$ cat src/rtl/float_to_fixed_pipe.sv
// float_to_fixed_pipe: 4-stage IEEE-754 binary32/binary64 to signed fixed-point converter with saturation and NaN flagging.
module float_to_fixed_pipe #(
  parameter string FLOAT_FMT = "double",
  parameter int INT_WID = 32,
  parameter int FRA_WID = 32,
  parameter int FLOAT_WID = (FLOAT_FMT == "float") ? 32 : 64
) (
  input  logic                 clk,
  input  logic                 rstn,
  input  logic                 in_valid,
  output logic                 in_ready,
  input  logic [FLOAT_WID-1:0] float_val,
  output logic                 out_valid,
  input  logic                 out_ready,
  output logic [INT_WID-1:0]   fixed_integer,
  output logic [FRA_WID-1:0]   fixed_fraction,
  output logic                 overflow,
  output logic                 invalid
);
  localparam bit IS_F = FLOAT_FMT == "float";
  localparam int MANT_WID = IS_F ? 23 : 52;
  localparam int EXP_WID = IS_F ? 8 : 11;
  localparam int BIAS = IS_F ? 127 : 1023;
  localparam int EW = EXP_WID + 2;
  localparam int N = INT_WID + FRA_WID;
  localparam int MW = N + 1;
  localparam int WW = MW + MANT_WID + 2;
  localparam int SW = $clog2(WW);
  localparam logic [MW-1:0] LIM = MW'(1) << (N - 1);
  logic adv;
  logic v1, s1, nan1, inf1;
  logic [MANT_WID:0] m1;
  logic signed [EW-1:0] e1;
  logic v2, s2, nan2, inf2, pov2, g2;
  logic [MW-1:0] mag2;
  logic v3, s3, nan3, ovf3;
  logic [N-1:0] magr3;
  logic s_n, nan_n, inf_n, pov_n, g_n, ovf_n;
  logic [EXP_WID-1:0] ex;
  logic [MANT_WID-1:0] mt;
  logic [MANT_WID:0] m_n;
  logic signed [EW-1:0] e_n;
  logic [MW-1:0] mag_n, magr_n;
  logic [N-1:0] res_n;
  int sh;
  assign adv = ~out_valid | out_ready;
  assign in_ready = adv;
  always_comb begin
    s_n = float_val[FLOAT_WID-1];
    ex = float_val[FLOAT_WID-2 -: EXP_WID];
    mt = float_val[MANT_WID-1:0];
    m_n = {|ex, mt};
    e_n = $signed({2'b00, (ex == '0) ? EXP_WID'(1) : ex}) - EW'(BIAS);
    nan_n = &ex & |mt;
    inf_n = &ex & ~|mt;
  end
  // sh is the left shift that places the mantissa LSB on the fixed-point grid
  always_comb begin
    sh = int'(e1) - MANT_WID + FRA_WID;
    pov_n = int'(e1) >= INT_WID;
    mag_n = pov_n ? '0 : sh >= 0 ? MW'(WW'(m1) << SW'(sh)) :
            -sh > MANT_WID + 1 ? '0 : MW'(WW'(m1) >> SW'(-sh));
    g_n = ~pov_n & (sh < 0) & (-sh <= MANT_WID + 1) & |(WW'(m1) & (WW'(1) << SW'(-sh - 1)));
  end
  always_comb begin
    magr_n = mag2 + MW'(g2);
    ovf_n = pov2 | inf2 | (s2 ? magr_n > LIM : magr_n >= LIM);
    res_n = nan3 ? '0 : ovf3 ? {s3, {(N-1){~s3}}} : s3 ? -magr3 : magr3;
  end
  always_ff @(posedge clk or negedge rstn) begin
    if (!rstn) begin
      {v1, s1, nan1, inf1, m1, e1} <= '0;
      {v2, s2, nan2, inf2, pov2, g2, mag2} <= '0;
      {v3, s3, nan3, ovf3, magr3} <= '0;
      {out_valid, fixed_integer, fixed_fraction, overflow, invalid} <= '0;
    end else if (adv) begin
      {v1, s1, nan1, inf1, m1, e1} <= {in_valid, s_n, nan_n, inf_n, m_n, e_n};
      {v2, s2, nan2, inf2, pov2, g2, mag2} <= {v1, s1, nan1, inf1, pov_n, g_n, mag_n};
      {v3, s3, nan3, ovf3, magr3} <= {v2, s2, nan2, ovf_n, magr_n[N-1:0]};
      out_valid <= v3;
      fixed_integer <= res_n[N-1 -: INT_WID];
      fixed_fraction <= res_n[FRA_WID-1:0];
      overflow <= ovf3 & ~nan3;
      invalid <= nan3;
    end
  end
endmodule
$ cat config.mk
export PLATFORM = sky130hd
export DESIGN_NAME = float_to_fixed_pipe
export DESIGN_NICKNAME = d
export VERILOG_FILES = /design/src/rtl/float_to_fixed_pipe.sv
export SDC_FILE = /design/constraint.sdc
export NUM_CORES = 1
export LEC_CHECK = 0
export BUFFER_PORTS_ARGS = -buffer_cell sky130_fd_sc_hd__buf_2
export CAP_MARGIN = 0
export CORE_MARGIN = 5
export CORE_UTILIZATION = 60
export DETAILED_ROUTE_END_ITERATION = 7
export GPL_TIMING_DRIVEN = 1
export HOLD_SLACK_MARGIN = 0.05
export PLACE_DENSITY = 0.79
export SLEW_MARGIN = 20
export SYNTH_ARGS = -nofsm -noshare
export SYNTH_HDL_FRONTEND = slang
export SYNTH_SLANG_ARGS = --single-unit
$ cat constraint.sdc
create_clock -name clk -period 6.5 [get_ports clk]
set_input_delay 1.3 -clock clk [delete_from_list [all_inputs] [get_ports clk]]
set_output_delay 1.3 -clock clk [all_outputs]
set_load 0.05 [all_outputs]
==> results of run 1 <==
## layer usage
layer | wire length (um) | up-vias | track usage, %
met5 | 13 | - | 0
met4 | 6310 | 2 | 22.4
met3 | 6930 | 321 | 5.62
met2 | 36800 | 1324 | 60.6
met1 | 30500 | 10527 | 48.7
li1 | - | 9820 | -
## Yosys cell counts, types with 10 or more instances
| library cell | n | area [um2] |
|---|---|---|
| or4_1 | 13 | 97.6 |
| clkbuf_1 | 177 | 664 |
| nand4_1 | 37 | 231 |
| and2_1 | 12 | 75.1 |
| ha_1 | 16 | 200 |
| o22ai_1 | 33 | 206 |
| nor2_1 | 181 | 679 |
| o31ai_1 | 42 | 315 |
| buf_1 | 29 | 109 |
| inv_1 | 22 | 82.6 |
| xor2_1 | 39 | 342 |
| nor3_1 | 36 | 180 |
| nand2_1 | 558 | 2090 |
| a211oi_1 | 13 | 97.6 |
| a22o_1 | 40 | 350 |
| nand3_1 | 70 | 350 |
| nor4_1 | 42 | 263 |
| or3_1 | 31 | 194 |
| a21oi_1 | 75 | 375 |
| a22oi_1 | 36 | 270 |
| o21ai_1 | 15 | 75.1 |
| o211ai_1 | 13 | 97.6 |
| mux2i_1 | 104 | 1040 |
| o41ai_1 | 12 | 105 |
| o21ai_0 | 258 | 1290 |
| dfrtp_1 | 275 | 6880 |
| buf_2 | 34 | 170 |
| mux4_2 | 114 | 2570 |
| nand2b_1 | 10 | 62.6 |
| and3_1 | 28 | 175 |
| xnor2_1 | 112 | 981 |
| a221oi_1 | 12 | 105 |
| mux2_2 | 23 | 259 |
| a31oi_1 | 14 | 87.6 |
| nor3b_1 | 10 | 75.1 |
## where the power goes
group / switching [W] / internal [W] / leakage [nW] / total, W
sequential: 0.00129 / 0.00239 / 3.46 / 0.00369
clock: 0.000765 / 0.00100 / 0.495 / 0.00177
combinational: 0.00659 / 0.00370 / 5.90 / 0.0103
total: 0.00865 / 0.00710 / 9.86 / 0.0158
## stage by stage
stage               std cells  setup slack [ps]  power, W
CTS                      3190              1740    0.0154
global route             3190              1300    0.0165
finish                   3190              1660    0.0158
detailed placement       3134              1780    0.0136
global placement         3134              1850    0.0135
floorplan                2698              1550    0.0106
## sequential cells by signal, summed over array words and instances (netlist names), 12 cells and up
register and flops:
mag2 65, magr3 64, e1 12, fixed_fraction 32
m1 53, fixed_integer 32
## final cells by class
cell class | count | area (um2) | share of cell area, %
timing repair buffer | 174 | 978 | 4.02
inverter | 25 | 95.1 | 0.391
tap | 511 | 639 | 2.63
clock buffer | 45 | 898 | 3.69
multi-input combinational | 2149 | 14700 | 60.4
sequential | 275 | 6890 | 28.3
clock inverter | 11 | 119 | 0.489
## layout by cell type, fill, tap and decap left out, types with 42 or more instances in the layout
cell / instances
mux4_2: 114
nor4_1: 42
nor2_1: 180
mux2i_1: 104
nand3_1: 70
o21ai_0: 258
nand2_1: 557
xnor2_1: 107
dfrtp_1: 270
buf_2: 134
o31ai_1: 42
a21oi_1: 75
## critical path: cells and delay by family (launching register included)
| family | cells | cell delay (ps) |
|---|---|---|
| and+or+nand+nor | 7 | 1870 |
| adders and majority gates | 2 | 860 |
| AOI/OAI and AO/OA | 4 | 860 |
| DFF | 1 | 690 |
| buffers and inverters | 2 | 400 |
## kinds of logic (layout without fill, tap and decap cells)
group                      count (synthesis)  after routing  share of synthesized area [%]
buffers and inverters                    274            255                           4.94
adders and majority gates                 16             16                          0.885
AOI/OAI and AO/OA                        661            661                           18.9
DFF                                      275            275                           30.4
xor gates and xnor gates                 152            152                           5.92
and+or+nand+nor                         1079           1079                           21.8
muxes                                    241            241                           17.1
## worst paths after layout
check,start,end,cells past startpoint
max,e1[0],mag2[46],15
min,fixed_integer[18],fixed_integer[18],2
max reg2reg,e1[0],mag2[46],15
min reg2reg,fixed_integer[18],fixed_integer[18],2
max in group asynchronous,rstn,e1[1],2
min in group asynchronous,rstn,e1[8],1
==> impl_metrics.tcl, run 1 <==
set metrics [dict create \
    status "finished clean" \
    setup_viol 0 \
    drt_iter0_markers 2785 \
    first_global_vias 20606 \
    clk_latency_ps 610 \
    synth_area_mm2 0.0226 \
    die_x_um 204 \
    antenna_found_initial 1 \
    critPathSlowestCell "dfrtp_4" \
    hold_class "reg -> reg" \
    fp.dieH_um 204 \
    via_per_inst 6.89 \
    synth-edff-count 0 \
    start_kind "flip-flop" \
    path_clk_slew_ps 70 \
    start_util_pct 60.5 \
    antenna_cells 0 \
    grt_max_degree 112 \
    yosysUniqueCellTypes 83 \
    peakVddDrop_mv 0.389 \
    num_rows 71 \
    hold_viol 0 \
    postRouteAntennaNets 0 \
    dp_hpwl_um 60300 \
    first_pass_iters 8 \
    drt_wl_total_um 80500 \
    postLayoutCoreUtil_pct 65.0 \
    critPathCaptureType "flip-flop" \
    fin_crit_ps 4840 \
    cts.hold.buffers_added 0 \
    cts.htree.levels 1 \
    worst_slew_pin_slew_ps 1070 \
    slew_headroom_pct 27.9 \
    whs_ps 468 \
    cts_resized 0 \
    cts.sinks 275 \
    nets 2740 \
    path_max_fanout 37 \
    cts_tree "yes" \
    cts_buffer_depth 3 \
    reg2reg_slack_ps 1660 \
    async_reset_ff_share_pct 100 \
    port_buffers 135 \
    core-area_mm2 0.0374 \
    post-cts-setup-buffers 0 \
    fill_cells 3133 \
    io_pins 136 \
    cts_buffers 31 \
    gp_congestion 1.08 \
    ys_warn_count 0 \
    fin_area_mm2 0.0243 \
    critPathArrivalTime_ps 5340 \
    drc 0 \
    syn_inst 2698 \
    drive_gt1_share_pct 15.3 \
    ys.flop_type "dfrtp_1" \
    synthesis.nets 2782 \
    path_cells "inv_2 -> ha_1 -> nand2_1 -> nor2_1 -> o21ai_0 -> nor3_1 -> nand2_1 -> ha_1 -> nand4b_1 -> nor3_1 -> o311a_1 -> a41oi_2 -> buf_4 -> or3_1 -> o31ai_1" \
    area_growth_pct 7.51 \
    p_leak_nw 9.86 \
    track_usage_pct 37.7 \
    final_max_slew_viol_count 0 \
    avgSynthCellArea_um2 8.38 \
    gr-total-overflow 0 \
    fin_crit_sh_pct 74.4 \
    p_per_area_mw_per_mm2 648 \
    setup_tns_ps 0 \
    die_area_mm2 0.0417 \
    grt_setup_unrepaired "false" \
    maxCapViolations 0 \
    cp_slowest_stage_delay_ps 690 \
    dpl_cell_area_mm2 0.0233 \
    clock_skew_ps 14.0 \
    worstPathRequired_ps 7000 \
    ys_seq_area_share_pct 30.4 \
    worstSetupPathType "reg -> reg" \
    grt_pass1_wl_um 123000 \
    wl_per_cell_um 25.2 \
    via_count 21994 \
    ys_seq_elements 275 \
    cts_root_buf "clkbuf_16" \
    timing.fmax_mhz 207 \
]
No activity file was read; power rests on OpenSTA's default activity.
==> run 2: changes to the inputs <==
- clock period: 6.5 -> 4.46 ns (I/O delays scaled with it)
==> impl_metrics.tcl, run 2 (same netlist as run 1, synthesis figures left out) <==
set metrics [dict create \
    critPathSlowestCell "or3_1" \
    worstPathRequired_ps 4960 \
    cts_buffers 30 \
    setup_viol 0 \
    antenna_cells 0 \
    drive_gt1_share_pct 16.1 \
    clock_skew_ps 22.3 \
    fill_cells 3210 \
    setup_ws_ps 388 \
    critPathCaptureType "flip-flop" \
    fin_crit_ps 4070 \
    via_per_inst 6.80 \
    core-area_mm2 0.0374 \
    first_global_vias 20692 \
    cts.sinks 275 \
    use_met1_pct 47.7 \
    start_kind "flip-flop" \
    path_buf_inv 1 \
    grt_use_met2_pct 60.5 \
    drc 1 \
    cts_buffer_depth 3 \
    violations "DRC" \
    p_leak_nw 10.0 \
    largest_reg_flops 65 \
    timing.fmax_mhz 246 \
    io_pins 136 \
    port_buffers 135 \
    p_per_area_mw_per_mm2 942 \
    fin_crit_sh_pct 91.3 \
    slew_headroom_pct 18.5 \
    path_cells "inv_1 -> ha_2 -> or2_2 -> a211oi_1 -> o21ai_0 -> nor3_2 -> nand2_1 -> ha_1 -> nand4b_1 -> nor3_1 -> o311a_1 -> a41oi_2 -> or3_1 -> o31ai_1" \
    grt_setup_unrepaired "false" \
    met3_usage_pct 6.22 \
    via_count 21850 \
    layout_commonest_cell "nand2_1" \
    most-common-layout-cells "nand2_1 (558), dfrtp_1 (270), o21ai_0 (258), nor2_1 (181), buf_2 (134)" \
    clk_latency_ps 600 \
    dp_slack_ps 490 \
    grt_pass1_wl_um 123000 \
    peakVddDrop_mv 0.573 \
    drt_iter0_markers 2771 \
    first_pass_iters 8 \
    fp.dieH_um 204 \
    cts_tree "yes" \
    final_max_slew_viol_count 0 \
    status "finished with violations" \
    worstSetupPathType "reg -> reg" \
    track_usage_pct 37.4 \
    path_clk_slew_ps 60 \
    critical_path.top_delay_family "simple AND/OR/NAND/NOR gates" \
    dp_hpwl_um 59500 \
    worst_slew_pin_slew_ps 1210 \
    setup_tns_ps 0 \
    gr-total-overflow 0 \
    grt_max_degree 206 \
    num_rows 71 \
    maxCapViolations 0 \
    nets 2764 \
    path_max_fanout 13 \
    worst-path-stages 14 \
    cts.hold.buffers_added 0 \
    worstRegToRegCells 14 \
    hold_viol 0 \
    hold_class "in -> async" \
    regArea_mm2 0.00689 \
    die_area_mm2 0.0417 \
    cts_root_buf "clkbuf_16" \
    antenna_found_initial 1 \
    gp_congestion 1.08 \
    multi_input_area_mm2 0.0147 \
    cts.htree.levels 1 \
    busiest_layer "met2" \
    whs_ps 280 \
    critPathArrivalTime_ps 4570 \
    postRouteAntennaNets 0 \
    start_util_pct 60.5 \
    cts_resized 0 \
    wl_per_cell_um 24.7 \
    cp_slowest_stage_delay_ps 620 \
    post-cts-setup-buffers 0 \
    area_growth_pct 8.60 \
    drt_wl_total_um 79500 \
    die_x_um 204 \
]
-- run 2: cell count changes in the layout (fill, tap and decap cells not counted), moves of 2 or more --
cell / before / now
buf_12: 0 / 4
clkbuf_1: 7 / 4
xnor2_2: 5 / 3
inv_6: 4 / 2
clkinv_2: 3 / 8
buf_4: 39 / 60
inv_8: 0 / 2
-- run 2: stage by stage --
stage	std cells	utilization (%)	instance area, um2	total power [W]
detailed placement	3159	63.0	23500	0.0201
CTS	3215	65.7	24600	0.0227
floorplan	2698	-	22700	0.0154
finish	3215	65.7	24600	0.0231
global placement	3159	63.0	23500	0.0199
global route	3215	65.7	24600	0.0243
-- run 2: metal layers --
metal	routed length, um	up-vias	share of wire, %
li1	-	9857	-
met4	6020	2	7.6
met2	36600	1286	46
met1	30200	10403	38
met5	11	-	0.014
met3	6740	302	8.5
-- run 2: cell type report --
cell class / count / area share [%]
Sequential cell: 275 / 28.1
Clock inverter: 15 / 0.616
Clock buffer: 41 / 3.51
Inverter: 25 / 0.387
Multi-Input combinational cell: 2149 / 59.9
Tap cell: 511 / 2.60
Timing Repair Buffer: 199 / 4.95
-- run 2: power by group --
group	switching, W	internal, W	total [W]
Combinational	0.00980	0.00558	0.0154
Clock	0.00110	0.00143	0.00253
Sequential	0.00174	0.00349	0.00524
Total	0.0126	0.0105	0.0231
-- run 2: final timing paths --
kind | slack (ps) | start | to
setup reg to reg | 390 | e1[3] | mag2[46]
setup / recovery | 390 | e1[3] | mag2[46]
max in group asynchronous | 3260 | rstn | magr3[14]
min in group clk | 460 | v3 | v3
hold / removal | 280 | rstn | magr3[62]
hold reg to reg | 460 | v3 | v3
-- run 2: worst reg2reg max path, stage by stage, from the launching register on --
cell      delay, ps
dfrtp_1         470
inv_1           100
ha_2            250
or2_2           290
a211oi_1        420
o21ai_0         260
nor3_2          220
nand2_1          80
ha_1            280
nand4b_1        100
nor3_1          180
o311a_1         240
a41oi_2         160
or3_1           620
o31ai_1         300
